--- config.mk ---
export PLATFORM = sky130hd
export DESIGN_NAME = return_stack_flat
export DESIGN_NICKNAME = d
export VERILOG_FILES = /design/src/rtl/return_stack_if.sv /design/src/rtl/return_stack.sv /design/src/flat_wrapper.sv
export SDC_FILE = /design/constraint.sdc
export NUM_CORES = 1
export LEC_CHECK = 0
export ABC_CLOCK_PERIOD_IN_PS = 3300
export BUFFER_PORTS_ARGS = -buffer_cell sky130_fd_sc_hd__buf_2
export CAP_MARGIN = 25
export CORE_UTILIZATION = 30
export DETAILED_ROUTE_END_ITERATION = 12
export HOLD_SLACK_MARGIN = 0.12
export PLACE_DENSITY = 0.43
export SYNTH_ARGS = -nofsm -noshare
export SYNTH_HDL_FRONTEND = slang
export SYNTH_SLANG_ARGS = --single-unit
--- constraint.sdc ---
create_clock -name clk -period 3.3 [get_ports clk]
set_clock_uncertainty 0.15 [all_clocks]
set_input_delay 0.66 -clock clk [delete_from_list [all_inputs] [get_ports clk]]
set_output_delay 0.66 -clock clk [all_outputs]
set_load 0.01 [all_outputs]
--- src/rtl/return_stack_if.sv ---
// return_stack_if: CALL/RET request and stack-status bundle between control logic and the return stack
interface return_stack_if #(
  parameter int ADDR_W = 8,
  parameter int DEPTH_LOG2 = 5
);
  logic push;
  logic pop;
  logic clear_err;
  logic [ADDR_W-1:0] push_data;
  logic [ADDR_W-1:0] top;
  logic [DEPTH_LOG2-1:0] sp;
  logic empty;
  logic full;
  logic overflow;
  logic underflow;
  modport master (
    output push, pop, clear_err, push_data,
    input top, sp, empty, full, overflow, underflow
  );
  modport slave (
    input push, pop, clear_err, push_data,
    output top, sp, empty, full, overflow, underflow
  );
endinterface

--- src/rtl/return_stack.sv ---
// return_stack: registered return-address stack with registered top-of-stack and sticky misuse flags
module return_stack #(
  parameter int ADDR_W = 8,
  parameter int DEPTH_LOG2 = 5
) (
  input logic clk,
  input logic reset,
  return_stack_if.slave bus
);
  logic [ADDR_W-1:0] mem [2**DEPTH_LOG2];
  logic push_eff, pop_eff, ovf_hit, unf_hit;
  logic [DEPTH_LOG2-1:0] sp_n, wr_addr;
  logic [ADDR_W-1:0] top_n;
  assign bus.empty = bus.sp == '0;
  assign bus.full = bus.sp == '1;
  assign push_eff = bus.push & ~(bus.full & ~bus.pop);
  assign pop_eff = bus.pop & ~bus.empty;
  assign ovf_hit = bus.push & bus.full & ~bus.pop;
  assign unf_hit = bus.pop & bus.empty;
  assign sp_n = bus.sp + DEPTH_LOG2'(push_eff) - DEPTH_LOG2'(pop_eff);
  // A push paired with a real pop overwrites the current top slot instead of the next free one
  assign wr_addr = pop_eff ? bus.sp - DEPTH_LOG2'(1) : bus.sp;
  always_comb
    top_n = push_eff ? bus.push_data
          : pop_eff ? (bus.sp >= DEPTH_LOG2'(2) ? mem[bus.sp - DEPTH_LOG2'(2)] : '0)
          : bus.top;
  always_ff @(posedge clk)
    if (push_eff) mem[wr_addr] <= bus.push_data;
  always_ff @(posedge clk or posedge reset)
    if (reset) begin
      bus.sp <= '0;
      bus.top <= '0;
      bus.overflow <= 1'b0;
      bus.underflow <= 1'b0;
    end else begin
      bus.sp <= sp_n;
      bus.top <= top_n;
      bus.overflow <= ovf_hit | (bus.overflow & ~bus.clear_err);
      bus.underflow <= unf_hit | (bus.underflow & ~bus.clear_err);
    end
endmodule

--- src/flat_wrapper.sv ---
// flat-port wrapper written by rule: the top's interface ports become plain ports
module return_stack_flat 
#(
  parameter int ADDR_W = 8,
  parameter int DEPTH_LOG2 = 5
)
  (clk, reset, bus_push, bus_pop, bus_clear_err, bus_push_data, bus_top, bus_sp, bus_empty, bus_full, bus_overflow, bus_underflow);
  return_stack_if #(.ADDR_W(ADDR_W), .DEPTH_LOG2(DEPTH_LOG2)) bus_i ();
  input logic clk;
  input logic reset;
  input wire logic [$bits(bus_i.push)-1:0] bus_push;
  input wire logic [$bits(bus_i.pop)-1:0] bus_pop;
  input wire logic [$bits(bus_i.clear_err)-1:0] bus_clear_err;
  input wire logic [$bits(bus_i.push_data)-1:0] bus_push_data;
  output wire logic [$bits(bus_i.top)-1:0] bus_top;
  output wire logic [$bits(bus_i.sp)-1:0] bus_sp;
  output wire logic [$bits(bus_i.empty)-1:0] bus_empty;
  output wire logic [$bits(bus_i.full)-1:0] bus_full;
  output wire logic [$bits(bus_i.overflow)-1:0] bus_overflow;
  output wire logic [$bits(bus_i.underflow)-1:0] bus_underflow;
  assign bus_i.push = bus_push;
  assign bus_i.pop = bus_pop;
  assign bus_i.clear_err = bus_clear_err;
  assign bus_i.push_data = bus_push_data;
  assign bus_top = bus_i.top;
  assign bus_sp = bus_i.sp;
  assign bus_empty = bus_i.empty;
  assign bus_full = bus_i.full;
  assign bus_overflow = bus_i.overflow;
  assign bus_underflow = bus_i.underflow;
  return_stack #(.ADDR_W(ADDR_W), .DEPTH_LOG2(DEPTH_LOG2)) u_core (.clk(clk), .reset(reset), .bus(bus_i));
endmodule
==> impl_results.md, run 1 <==
- Antenna cells: 0
- WHS: ~0.27 ns
- Warning count from the yosys run: 0
- Cell variety after synth: about 50
- H-tree levels: 1
- Worst R2R End: u_core.bus.top[7]
- Die height: between 150 and 200 microns
- Worst EP required: ~3.6 ns
- Crit path kind: flip-flop to flip-flop
- Largest net degree at the start of global routing: between 50 and 60
- Period utilization: approximately 100%
- Yosys top cell area share: around two thirds
- Max-Cap Viols: 0
- Clk sinks: about 270
- Pwr/cell area: between 900 and 1000 mW/mm^2
- CTS tree: yes
- DRC: 0
- Clock Tree Buf Depth: 3
- Critical Path Sink: u_core.bus.top[7]
- Post-place setup slack: ~0.028 ns
- Setup ws final: roughly 0.086 ns
- Global-route wire length before repair: between 40 and 50 mm
- Die Span X: 196 microns
- Worst-margin pin slew: around 0.85 ns
- Nets@finish: ~710
- Number of top-level pins: 30
- Overall Global Routing Usage: approximately 14%
- Worst-Skew Late Latency: around 0.55 ns
- Synth area leader: edfxtp_1
- Critical Path AT: approximately 3.5 ns
- Area of the multi-input gates: between 0.002 and 0.003 sq mm
- Crit end category: flip-flop
- Flop2flop setup slack: 0.09 ns
- # rows: 70
- Register area share after synthesis: 71.2%
- Hold Fails Final Rpt: 0
- VDD IR max: approximately 0.54 mV
- Highest clock rate: approximately 310 MHz
- IO buf count: 29
- Synth async-reset ratio: approximately 5.5%
- Initial antenna violation count: 0
- Filler Cell Count: ~3400
- Area Growth Syn to Fin: 15.9%
- Clock transition at path regs: around 0.06 ns
- Worst setup SP type: flip-flop
- RSZ-0062 raised after global routing: true
- Root Buffer: clkbuf_16
- Final setup fails: 0
- Detailed Route WL: approximately 27 mm
- Class of the worst hold path: input port to flip-flop
- DR vias: 5789
- Final Util: 35.6%
- Netlist Area Pre-Place: 0.0113 sq mm
- Status: complete, no violations
- Syn Area/Cell: 18.7 sq um
- FF-to-FF Start: u_core.bus.sp[1]
- Synth area leaders: edfxtp_1 68%, mux4_2 9.9%, mux4_1 3.7%
- Critical-path maximum fanout: 40
- Initial DRC Count: ~410
- Final Max Tran Viols: 0
- R2R cell count: 9
- DR WL/cell: roughly 23 microns
- Leak: roughly 4.4 nW
- Final GP Congestion: approximately 0.90
- Share of cells above drive strength 1: approximately 25%
- Worst Setup SP: u_core.bus.sp[1]
- Vias in the first global route: 5917
- Fin crit period: 3.21 ns
- Core Area: 0.0369 sq mm
- DRT antenna net count: 0
- Top_reg_cell synth: edfxtp_1
- Worst slew margin: a little over two fifths
- Grt ovf: 0
- # Post-CTS Setup Buffers: 0
- Net Count, Synth: 635
- Initial Utilization: a little under a third
- HPWL after DPL: between 15 and 20 mm
- Post-Syn Instances: approximately 600
- Initial DRT Pass Iterations: 5
- Die ar.: 0.0385 sq mm
- Post-synthesis register bit count: ~270
- FF/Latch Area: a little over 0.008 sq mm
- Vias per inst: slightly below 5
- Inserted Clock Buffers: 28
- Number of flops mapped to enable cells by yosys: 256
## final cells by class
| cell class | instances | area share (%) |
|---|---|---|
| Inverter | 17 | 0.486 |
| Multi-Input combinational cell | 287 | 22.7 |
| Sequential cell | 271 | 61.5 |
| Clock buffer | 35 | 5.70 |
| Timing Repair Buffer | 71 | 3.72 |
| Clock inverter | 17 | 1.16 |
| Tap cell | 504 | 4.81 |
## per-stage QoR
step	TNS, ns	std cells	area (sq um)	power, mW
floorplan	0	605	11300	7.55
detailed placement	0	1149	12200	9.05
finish	0	1202	13100	12.1
global placement	0	1149	12200	9.06
CTS	0	1202	13100	12.2
global route	-1.23	1202	13100	12.7
## placed cells by master (no fill, tap or decap), types with 7 or more instances in the layout
master and instances:
buf_2 29, edfxtp_1 256, nor3_1 17, dfrtp_1 14, nor2_2 9, ha_1 15
nand2_1 20, buf_4 39, inv_1 16, clkinv_1 7, clkinv_2 8, a21oi_1 15
nand3_1 15, nor2_1 42, clkbuf_16 29, mux2i_1 10, mux4_2 50, mux4_1 16
## registers in the layout, indices dropped and copies added, names as in the netlist
register              cells
u_core.mem              256
u_core.bus.underflow      1
u_core.bus.sp             5
u_core.bus.overflow       1
u_core.bus.top            8
## synthesized netlist by cell type (2+ instances only)
cell,n
xnor2_1,4
buf_2,4
nand2b_1,2
nor2b_1,2
o21ai_1,5
clkbuf_8,9
and2_1,2
dfrtp_1,15
mux4_1,16
o21ai_0,7
a31oi_1,6
clkbuf_1,6
nand4_1,4
a31o_1,5
and2_0,5
and3_1,4
nand2_1,20
nor2_1,51
mux4_2,50
buf_6,4
inv_1,16
xor2_1,5
nor3_1,17
a21boi_1,2
o311a_1,2
nand3_1,15
edfxtp_1,256
buf_4,6
ha_1,16
a2111oi_0,5
a21oi_1,15
mux2i_1,10
## power by group
part / internal (mW) / switching, mW / total, mW
clock: 1.83 / 1.27 / 3.10
sequential: 4.11 / 0.114 / 4.22
combinational: 1.95 / 2.79 / 4.75
## worst min path at each step
stage	from	to	slack [ns]	cells after the start
after floorplan	u_core.bus.overflow	u_core.bus.overflow	0.38	1
after global placement	u_core.bus.overflow	u_core.bus.overflow	0.33	1
after detailed placement	u_core.bus.underflow	u_core.bus.underflow	0.34	1
after CTS	bus_push	u_core.bus.overflow	0.25	2
after global routing	bus_push	u_core.bus.overflow	0.28	2
final	bus_push	u_core.bus.overflow	0.27	2
## critical path, stage by stage (launching register included)
cell and delay [ns]:
dfrtp_1 0.35, clkinv_1 0.18, buf_4 0.24, ha_2 0.36
buf_12 0.25, mux4_2 0.33, and2_0 0.16, a2111oi_1 0.61
a31oi_1 0.20, a31o_1 0.24
## routing by layer
metal | GRT usage, % | routed length, microns | vias to the layer above
met5 | 0 | 0 | -
met2 | 22.0 | 12200 | 155
met4 | 4.25 | 739 | 0
met1 | 20.9 | 13100 | 3014
li1 | - | - | 2585
met3 | 2.41 | 1290 | 35
## repair_timing
item | CTS | global route
hold buffers | 1 | 0
resized for setup | 2 | 13
setup endpoints to repair | 2 | 72
endpoints found under the hold margin | 15 | 0
## kinds of logic after synthesis
group / Yosys count / share of synthesized area (%)
flops: 271 / 71.2
buf+inv: 47 / 2.86
xor+xnor: 10 / 0.840
simple gates: 123 / 4.88
compound gates: 60 / 3.60
mux: 77 / 14.6
fa+ha+maj: 17 / 1.95
Power figures use the tool's default switching activity.
==> inputs of run 2 (changes only) <==
Settings changed: ABC_CLOCK_PERIOD_IN_PS 3300 to 3800, BUFFER_PORTS_ARGS -buffer_cell sky130_fd_sc_hd__buf_2 to unset, DONT_BUFFER_PORTS set to 1, PLACE_DENSITY 0.43 to 0.41, REMOVE_ABC_BUFFERS set to 1.
Clock period 3.3 ns to 3.8 ns, I/O delays scaled along.
==> run 2 against run 1 <==
Effect of this change:
- worst setup slack better by 0.24 ns
- global-route usage grew 0.89 points
- cell area down 1.4%
- first-iteration DRC count increased by 15%
- final cell count fell by 2.5%
- combinational power down 17%
- register-to-register slack improved by 0.24 ns
- non-clock buffer count shrank 31
- via count about the same
- clock-buffer cell count increased by 2
- power fell by 14%
- largest cell class unchanged
- largest power group unchanged
- highest routed layer unchanged
==> impl_results.md, run 2 (same netlist as run 1, synthesis figures left out) <==
- Status: complete, no violations
- Root Buffer: clkbuf_16
- Die height: roughly 200 microns
- DR vias: around 5800
- Placed cells: between 1000 and 1500
- Max stage delay on crit path: between 0.8 and 0.9 ns
- Max-Cap Viols: 0
- Filler Cell Count: 3424
- Clock transition at path regs: 0.06 ns
- Worst R2R End: u_core.bus.top[0]
- Max FFs per register: roughly 260
- Worst-Skew Late Latency: between 0.5 and 0.6 ns
- Number of top-level pins: 30
- Worst slew margin: 38.2%
- Crit path kind: flip-flop to flip-flop
- DRT antenna net count: 0
- FF/Latch Area: roughly 0.0081 sq mm
- Final Max Tran Viols: 0
- Flop2flop setup slack: approximately 0.33 ns
- Class of the worst hold path: input port to flip-flop
- Setup TNS: 0 ns
- Final Non-Filler Cells: between 1000 and 1500
- Clock Tree Buf Depth: 3
- DR WL/cell: around 24 microns
- Crit end category: flip-flop
- Die Span X: 196 microns
- R2R cell count: 7
- CTS tree: yes
- Fin crit period: between 3 and 4 ns
- Period utilization: roughly nine tenths
- Most flops, register: u_core.mem
- Most common cell after layout, fill and taps aside: edfxtp_1
- Hold Fails Final Rpt: 0
- Critical path, cell by cell: clkinv_1, ha_2, buf_4, mux4_2, a2111oi_0, a311oi_1, o2bb2ai_1
- RSZ-0062 raised after global routing: false
- Initial DRC Count: between 400 and 500
- WHS: around 0.15 ns
- IO buf count: 0
- Highest clock rate: slightly below 300 MHz
- Final instance area: roughly 0.013 sq mm
- Clk sinks: 271
- Final GP Congestion: 0.815
- Pwr/cell area: about 800 mW/mm^2
- Most frequent cells in the layout: 256 x edfxtp_1, 51 x nor2_1, 50 x mux4_2
- Placed cell area: approximately 0.012 sq mm
- Nets@finish: about 680
- Grt ovf: 0
- Area of the multi-input gates: ~0.0029 sq mm
- Leak: 4.21 nW
- Core Area: roughly 0.037 sq mm
- Vias per inst: 4.94
- # rows: 70
- Initial DRT Pass Iterations: 5
- Share of cells above drive strength 1: 19.2%
- Critical Path AT: approximately 3.8 ns
- HPWL after DPL: around 18 mm
- Global-route wire length before repair: 42.1 mm
- Initial antenna violation count: 1
- Initial Utilization: a little under a third
- H-tree levels: 1
- Vias in the first global route: 6032
- FF-to-FF Start: u_core.bus.sp[1]
- Worst Setup SP: u_core.bus.sp[1]
- Overall Global Routing Usage: 15.3%
- Critical-path maximum fanout: 19
- DRC: 0
- VDD IR max: between 0.3 and 0.4 mV
- Area Growth Syn to Fin: 14.2%
- Worst EP required: ~4 ns
- Inserted Clock Buffers: 30
- Final setup fails: 0
- Worst-margin pin slew: between 0.9 and 1 ns
- Die ar.: between 0.03 and 0.04 sq mm
- Regs by FF count: u_core.mem: 256 flops, u_core.bus.top: 8 flops, u_core.bus.sp: 5 flops
- Worst setup SP type: flip-flop
- Detailed Route WL: around 28 mm
- Largest net degree at the start of global routing: 35
- Antenna cells: 0
- Critical Path Sink: u_core.bus.top[0]
- Crit path max-delay cell type: a2111oi_0
-- run 2: final cells by class --
cell class                 instances  area share (%)
inverter                          17           0.493
clock inverter                    16           0.793
timing repair buffer              40            2.53
sequential                       271            62.4
clock buffer                      37            6.17
multi-input combinational        287            22.8
tap                              504            4.88
-- run 2: stage by stage --
stage / setup slack (ns) / power [mW] / util, %
floorplan: -1.51 / 6.34 / -
global placement: 0.374 / 7.81 / 32.5
detailed placement: 0.311 / 7.81 / 32.5
CTS: 0.300 / 10.5 / 34.9
global route: 0.182 / 10.9 / 35.1
finish: 0.329 / 10.3 / 35.1
-- run 2: worst min path at each step --
stage	slack, ns	endpoint	cells past startpoint	start
after CTS	0.13	u_core.mem[0][2]	0	bus_push_data[2]
final	0.15	u_core.mem[11][0]	0	bus_push_data[0]
after global routing	0.12	u_core.mem[14][0]	0	bus_push_data[0]
after detailed placement	0.42	u_core.bus.overflow	1	u_core.bus.overflow
after global placement	0.41	u_core.bus.overflow	1	u_core.bus.overflow
after floorplan	0.38	u_core.bus.overflow	1	u_core.bus.overflow
-- run 2: worst max-delay path: cells and delay by family (launching register included) --
kind | cells | cell delay, ns
adder cells (fa/ha/maj) | 1 | 0.80
flip-flops | 1 | 0.34
AO/OA/AOI/OAI | 3 | 1.18
multiplexers | 1 | 0.34
buffers and inverters | 2 | 0.52
-- run 2: power by group --
part,internal [mW],total (mW),switching [mW],leakage (nW)
clock,1.54,2.66,1.12,0.433
sequential,3.57,3.73,0.158,2.48
combinational,1.59,3.96,2.36,1.29
-- run 2: timing repair --
action,in CTS,in global routing
hold buffers,1,5
hold endpoints to repair,15,8
setup buffers,0,0
gates resized for setup,0,0
-- run 2: metal layers --
metal / track usage (%) / vias to the layer above / wire length, microns
met5: 0 / - / 0
met4: 4.22 / 0 / 609
met3: 3.34 / 36 / 1780
met2: 24.4 / 178 / 13400
met1: 20.9 / 3054 / 12700
li1: - / 2525 / -
==> inputs of run 3 (changes only) <==
Settings changed: REMOVE_ABC_BUFFERS 1 to unset.
==> run 3 against run 2 <==
Effect of this change:
- power rose by 4.0%
- non-clock buffer count fell by 8
- sequential power barely moved
- first-iteration DRC count rose by 1.5%
- clock-buffer cell count fell by 6
- combinational power fell by 1%
- core utilization rose by 0.35 points
- sequential share of layout area fell by 0.61 points
- sequential cell count did not move
- via count fell by 0.66%
- critical endpoint unchanged
- largest cell class unchanged
- highest routed layer unchanged
==> impl_results.md, run 3 (same netlist as run 1, synthesis figures left out) <==
- CTS tree: yes
- Initial Utilization: ~31%
- DR vias: ~5800
- Antenna cells: 0
- GR Util met3: approximately 3.2%
- Overall Global Routing Usage: ~15%
- Highest clock rate: around 280 MHz
- Initial antenna violation count: 0
- VDD IR max: between 0.3 and 0.4 mV
- Area of the multi-input gates: about 0.0029 sq mm
- Max-Cap Viols: 0
- Hold buffers post-CTS: 1
- Critical Path AT: around 3.8 ns
- Final setup fails: 0
- Number of top-level pins: 30
- Area Growth Syn to Fin: 15.4%
- Vias in the first global route: between 5000 and 6000
- Worst-margin pin slew: 0.939 ns
- Period utilization: between 90 and 100%
- Most common cell after layout, fill and taps aside: edfxtp_1
- HPWL after DPL: about 18 mm
- Pwr/cell area: between 800 and 900 mW/mm^2
- Global-route wire length before repair: between 40 and 50 mm
- WHS: 0.159 ns
- Die ar.: 0.0385 sq mm
- Vias per inst: ~4.9
- Met2 GRT Util: ~23%
- Critical-path maximum fanout: 8
- Inserted Clock Buffers: 30
- FF/Latch Area: about 0.0081 sq mm
- Status: complete, no violations
- DR WL/cell: around 24 microns
- Share of cells above drive strength 1: 20.8%
- Met1 Resource Use GR: between 20% and 30%
- Worst-Skew Late Latency: 0.55 ns
- Core Area: about 0.037 sq mm
- Max FFs per register: 256
- Die Span X: 196 microns
- Filler Cell Count: 3432
- Grt ovf: 0
- Regs by FF count: u_core.mem: 256 flops, u_core.bus.top: 8 flops, u_core.bus.sp: 5 flops
- # Post-CTS Setup Buffers: 0
- Hold Fails Final Rpt: 0
- Clock Tree Buf Depth: 3
- DRC: 0
- Final GP Congestion: 0.815
- Crit end category: flip-flop
- Clk sinks: between 200 and 300
- DRT antenna net count: 0
- Initial DRT Pass Iterations: 5
- Worst EP required: a little over 4 ns
- Initial DRC Count: between 400 and 500
- Worst slew margin: 35.8%
- # rows: 70
- Final Max Tran Viols: 0
- Layer with the highest usage: met2
- PostCTS Resize Cnt: 0
- Largest net degree at the start of global routing: between 40 and 50
- Fin crit period: about 3.5 ns
- Most frequent cells in the layout: 256 x edfxtp_1, 51 x nor2_1, 50 x mux4_2
- Class of the worst hold path: input port to flip-flop
- Most flops, register: u_core.mem
- Root Buffer: clkbuf_16
- H-tree levels: 1
- RSZ-0062 raised after global routing: false
- Leak: 4.26 nW
- Crit path kind: flip-flop to flip-flop
- Setup TNS: 0 ns
- Die height: 196 microns
- Worst setup SP type: flip-flop
- IO buf count: 0
- Nets@finish: approximately 670
- Detailed Route WL: 27.9 mm
- Clock transition at path regs: roughly 0.060 ns
## run 3: stage by stage
step                area [sq um]  setup slack (ns)  utilization [%]  cells  total power [mW]
CTS                        13100             0.211             35.4   1167              10.9
floorplan                  11300             0.641                -    605              6.56
detailed placement         12000             0.252             32.4   1110              7.72
global placement           12000             0.208             32.4   1110              7.73
finish                     13100             0.258             35.4   1167              10.8
global route               13100             0.136             35.4   1167              11.3
## run 3: where the power goes
| group | total [mW] | switching [mW] | internal [mW] |
|---|---|---|---|
| registers | 3.70 | 0.135 | 3.57 |
| logic | 3.91 | 2.32 | 1.59 |
| clock network | 3.14 | 1.19 | 1.96 |
| total | 10.8 | 3.65 | 7.11 |
## run 3: critical path, cell delays in order (launching register included)
cell and delay (ns):
dfrtp_1 0.36, clkinv_1 0.26, ha_2 0.60, buf_4 0.23
mux4_1 0.32, and2_1 0.20, a2111oi_0 0.80, buf_4 0.23
a311oi_1 0.07, o2bb2ai_1 0.19
## run 3: worst paths after layout
path                                       end  cells past startpoint  slack (ns)                 from
setup / recovery             u_core.bus.top[0]                      9        0.26     u_core.bus.sp[1]
hold / removal               u_core.mem[13][5]                      0        0.16     bus_push_data[5]
setup reg to reg             u_core.bus.top[0]                      9        0.26     u_core.bus.sp[1]
hold reg to reg            u_core.bus.overflow                      1        0.41  u_core.bus.overflow
max in group asynchronous     u_core.bus.sp[0]                      2        2.34                reset
min in group asynchronous    u_core.bus.top[6]                      2        0.63                reset
## run 3: layer usage
| layer | vias up | wire, microns |
|---|---|---|
| met5 | - | 0 |
| met4 | 0 | 532 |
| met3 | 41 | 1690 |
| met2 | 181 | 12600 |
| met1 | 3024 | 13100 |
| li1 | 2509 | - |
## run 3: cell type report
class	instances	area share [%]
Clock buffer	31	5.94
Tap cell	504	4.83
Timing Repair Buffer	32	2.05
Multi-Input combinational cell	287	22.5
Clock inverter	25	2.40
Inverter	17	0.489
Sequential cell	271	61.8
